--- src/rtl/icache_responder.sv ---
// rtl/icache_responder.sv - direct-mapped instruction cache, datapath fetch responder
module icache_responder #(
    parameter int NFRAMES = 16,
    localparam int IDX_W  = $clog2(NFRAMES)
) (
    input  logic        CLK,
    input  logic        nRST,
    input  logic        imemREN,
    input  logic [31:0] imemaddr,
    output logic        ihit,
    output logic [31:0] imemload,
    output logic        iREN,
    output logic [31:0] iaddr,
    input  logic        iwait,
    input  logic [31:0] iload
);

    localparam int TAG_W = 30 - IDX_W;

    typedef enum logic {
        IDLE,
        FILL
    } state_t;

    state_t             state;
    logic [NFRAMES-1:0] valid;
    logic [TAG_W-1:0]   tag_store  [NFRAMES];
    logic [31:0]        data_store [NFRAMES];

    // Word address of the outstanding miss; byte offset is always zero so it is not stored.
    logic [29:0]        miss_word;

    logic [IDX_W-1:0]   req_idx;
    logic [TAG_W-1:0]   req_tag;
    logic [IDX_W-1:0]   miss_idx;
    logic [TAG_W-1:0]   miss_tag;
    logic               hit;
    logic               fill_done;
    logic               unused_offset;

    assign req_idx       = imemaddr[IDX_W+1:2];
    assign req_tag       = imemaddr[31:IDX_W+2];
    assign miss_idx      = miss_word[IDX_W-1:0];
    assign miss_tag      = miss_word[29:IDX_W];
    assign unused_offset = ^imemaddr[1:0];

    // Lookup is purely combinational so a hit answers in the request cycle.
    assign hit       = imemREN && valid[req_idx] && (tag_store[req_idx] == req_tag);
    assign fill_done = (state == FILL) && !iwait;

    // Control state: FSM, valid bits and latched miss address; reset clears them asynchronously.
    always_ff @(posedge CLK or negedge nRST) begin
        if (!nRST) begin
            state     <= IDLE;
            valid     <= '0;
            miss_word <= '0;
        end else begin
            case (state)
                IDLE: begin
                    if (imemREN && !hit) begin
                        miss_word <= imemaddr[31:2];
                        state     <= FILL;
                    end
                end
                FILL: begin
                    // Fill completes from the latched address regardless of the live request.
                    if (!iwait) begin
                        valid[miss_idx] <= 1'b1;
                        state           <= IDLE;
                    end
                end
                default: state <= IDLE;
            endcase
        end
    end

    // Tag/data arrays need no reset; they are only observed through a set valid bit.
    always_ff @(posedge CLK) begin
        if (fill_done) begin
            tag_store[miss_idx]  <= miss_tag;
            data_store[miss_idx] <= iload;
        end
    end

    // Outputs follow the state directly so an asynchronous reset drops them at once.
    always_comb begin
        ihit     = 1'b0;
        imemload = 32'h0;
        iREN     = 1'b0;
        iaddr    = 32'h0;
        if (state == IDLE) begin
            ihit = hit;
            if (hit) begin
                imemload = data_store[req_idx];
            end
        end else begin
            iREN  = 1'b1;
            iaddr = {miss_word, 2'b00};
        end
    end

endmodule

--- config.mk ---
export PLATFORM = sky130hd
export DESIGN_NAME = icache_responder
export DESIGN_NICKNAME = d
export VERILOG_FILES = /design/src/rtl/icache_responder.sv
export SDC_FILE = /design/constraint.sdc
export NUM_CORES = 1
export LEC_CHECK = 0
export CAP_MARGIN = 20
export CORE_ASPECT_RATIO = 0.75
export CORE_MARGIN = 4
export CORE_UTILIZATION = 55
export CTS_CLUSTER_SIZE = 20
export DETAILED_ROUTE_END_ITERATION = 6
export PLACE_DENSITY = 0.73
export SYNTH_ARGS = -nofsm -noshare
export SYNTH_HDL_FRONTEND = slang
export SYNTH_SLANG_ARGS = --single-unit
--- constraint.sdc ---
create_clock -name CLK -period 7.1 [get_ports CLK]
set_input_delay 1.42 -clock CLK [delete_from_list [all_inputs] [get_ports CLK]]
set_output_delay 1.42 -clock CLK [all_outputs]
set_load 0.005 [all_outputs]
==> results by group <==
Drt
  • Detailed-route via count: 18100
  • Drt drc: 0
  • Final wirelength: 85600 µm
  • Final ANT Viol Nets: 0
  • First drt pass iteration count: 6
  • WL/cell: 30.1 µm
  • Via density: 6.38
  • Iteration-0 DRC count of the detailed router: 2107

Placement
  • DP Worst Slack: 0.360 ns
  • IO Port Bufs: 129
  • DP HPWL: 43800 µm
  • GP Congestion: 0.768

CTS
  • Clock latency at the later pin of the worst-skew pair: 0.64 ns
  • Post_cts resized: 0
  • Max H-tree Level: 3
  • Clk root buf: clkbuf_16
  • Clk sinks: 975
  • Worst-path clk slew: 0.06 ns
  • Clock buffer depth: 3
  • Post-CTS setup buffers: 0
  • Num CTS Buffers: 91
  • CTS Hold Bufs: 0
  • CTS tree: done

Synthesis
  • Post-synthesis register bit count: 975
  • Synth cell types: 53
  • Synth warn: 0
  • Synth Instances: 1690
  • Sequential area share after synthesis: 0.766
  • Top FF cell, synth: edfxtp_1
  • Synthesized area: 37900 µm²
  • Synth cell count leaders: edfxtp_1, mux4_2, dfrtp_1
  • Synth top area share: 0.735
  • Post-synth ARST share: 0.0482
  • Leading area contributor after synthesis: edfxtp_1
  • Mean post-synth cell area: 22.4 µm²
  • EDFF count, synth: 928
  • Top cells by area, synth: edfxtp_1, mux4_2, dfrtp_1, mux2i_1, mux2_2
  • Top-count cell post-synth: edfxtp_1

STA
  • Worst hold slack: 0.466 ns
  • Tmin final: 6.86 ns
  • Final hold violations: 0
  • Slew Viols, Final: 0
  • Final WS setup: 0.235 ns
  • Period utilisation layout: 0.967
  • Slew Limit Headroom: 0.235
  • Max Freq: 0.146 GHz
  • Clock Skew: 0.0241 ns
  • RSZ-0062 raised after global routing: no
  • # setup viols final: 0
  • Slew @ Worst Pin: 1.15 ns
  • Setup TNS: 0 ns

Power
  • Worst vdd ir: 0.000200 V
  • P_leak: 13.9 nW
  • Power per cell area: 294 nW/µm²

Floorplanning
  • Die Wd: 311 µm
  • Die area: 73300 µm²
  • Row Count: 83
  • Initial Util: 0.555
  • Core area: 68300 µm²
  • Die height: 235 µm
  • IO Count: 134

Setup path
  • Worst EP arrival: 5.44 ns
  • Crit path required time: 5.68 ns
  • Reg-to-reg slack, setup: 3.23 ns
  • Critical path endpoint category: output port
  • Crit path max fanout: 33
  • Critical path class: in2out
  • Crit path launch type: input pin

Global route
  • GRT overflow: 0
  • First-pass GRT wire length: 127000 µm
  • Largest net degree at the start of global routing: 99
  • Initial antenna violation count: 4
  • Vias in the first global route: 18500
  • Tot GR Track Use: 0.236

Hold path
  • Path category of the worst min-delay check: reg2reg

Layout
  • Area Overhead vs Synth: 15.1%
  • Core Util, Final: 0.639
  • Ratio of cells with drive above 1 in the final layout: 0.265
  • Final Net Count: 1948

Run
  • Max cap viols: 0

Outcome
  • Status: finished clean
==> worst paths after layout <==
kind / start / to / depth (start not counted)
min reg2reg: valid[3] / valid[3] / 1
max in group asynchronous: nRST / miss_word[13] / 2
max reg2reg: tag_store[11][25] / miss_word[20] / 11
max: imemaddr[3] / imemload[31] / 12
min: valid[3] / valid[3] / 1
min in group asynchronous: nRST / miss_word[20] / 2
==> layer usage <==
| layer | GRT usage | wire (µm) |
|---|---|---|
| met5 | 0 | 27 |
| met3 | 0.0512 | 7190 |
| met2 | 0.376 | 41800 |
| met1 | 0.344 | 34800 |
| met4 | 0.0544 | 1730 |
==> cell usage in the layout, fill, tap and decap left out, drive strengths merged, types with 2 or more instances in the layout <==
master         count
edfxtp           928
mux4             242
clkdlybuf4s50    124
clkbuf           107
mux2              62
buf               59
dfrtp             47
mux2i             45
nor2b             43
clkinv            37
and2              32
nor2              28
nand2             18
xor2              18
or2               17
xnor2             16
bufinv            15
o22ai             12
a221oi            11
o21ai              9
nor3               9
nand2b             7
a21oi              7
a22o               6
inv                5
nand3              4
nand3b             4
a22oi              4
nand4              4
o221ai             3
a211oi             3
clkinvlp           3
and3               2
o211ai             2
o221a              2
o2bb2ai            2
conb               2
or3                2
==> stage by stage <==
stage | instances | instance area, µm² | total power, mW
6_report | 2844 | 43600 | 12.8
5_1_grt | 2843 | 43600 | 13.2
2_1_floorplan | 1691 | 37900 | 7.43
4_1_cts | 2843 | 43600 | 12.9
3_5_place_dp | 2679 | 40500 | 7.87
3_3_place_gp | 2679 | 40500 | 7.83
==> cell families (layout without fill, tap and decap cells) <==
group                  count (synthesis)  after routing  share of synthesized area
buffers and inverters                 90            350                     0.0128
other                                  1              3                  0.0000989
AO/OA/AOI/OAI                         68             68                     0.0139
flip-flops                           975            975                      0.766
multiplexers                         349            349                      0.174
AND/OR/NAND/NOR                      173            173                     0.0254
XOR/XNOR                              34             34                    0.00785
==> cell type report <==
| type | instances | area (µm²) |
|---|---|---|
| sequential | 975 | 29000 |
| fill | 4406 | 24700 |
| multi-input combinational | 626 | 8510 |
| clock buffer | 107 | 2420 |
| timing repair buffer | 183 | 1850 |
| tap | 892 | 1120 |
| clock inverter | 57 | 688 |
| inverter | 3 | 12.5 |
| antenna | 1 | 2.50 |
==> sequential cells by signal, summed over array words and instances, names as in the netlist <==
| register | flops |
|---|---|
| miss_word | 30 |
| state | 1 |
| tag_store | 416 |
| valid | 16 |
| data_store | 512 |
==> worst max-delay path: stages <==
cell and delay, ns:
buf_6 0.36, mux4_2 0.57, mux2i_1 0.17, mux2_2 0.35, o2bb2ai_1 0.25, nand4_1 0.13, nor4_1 0.45, nand4_1 0.27
or3_4 0.50, buf_12 0.19, nor2b_1 0.18, clkdlybuf4s50_1 0.53
==> where the power goes <==
part / internal (mW) / leakage, nW / switching, mW / total [mW]
logic: 0.416 / 3.50 / 0.473 / 0.889
registers: 6.65 / 8.90 / 0.216 / 6.87
clock network: 2.99 / 1.53 / 2.07 / 5.06
No activity file was read; power rests on OpenSTA's default activity.
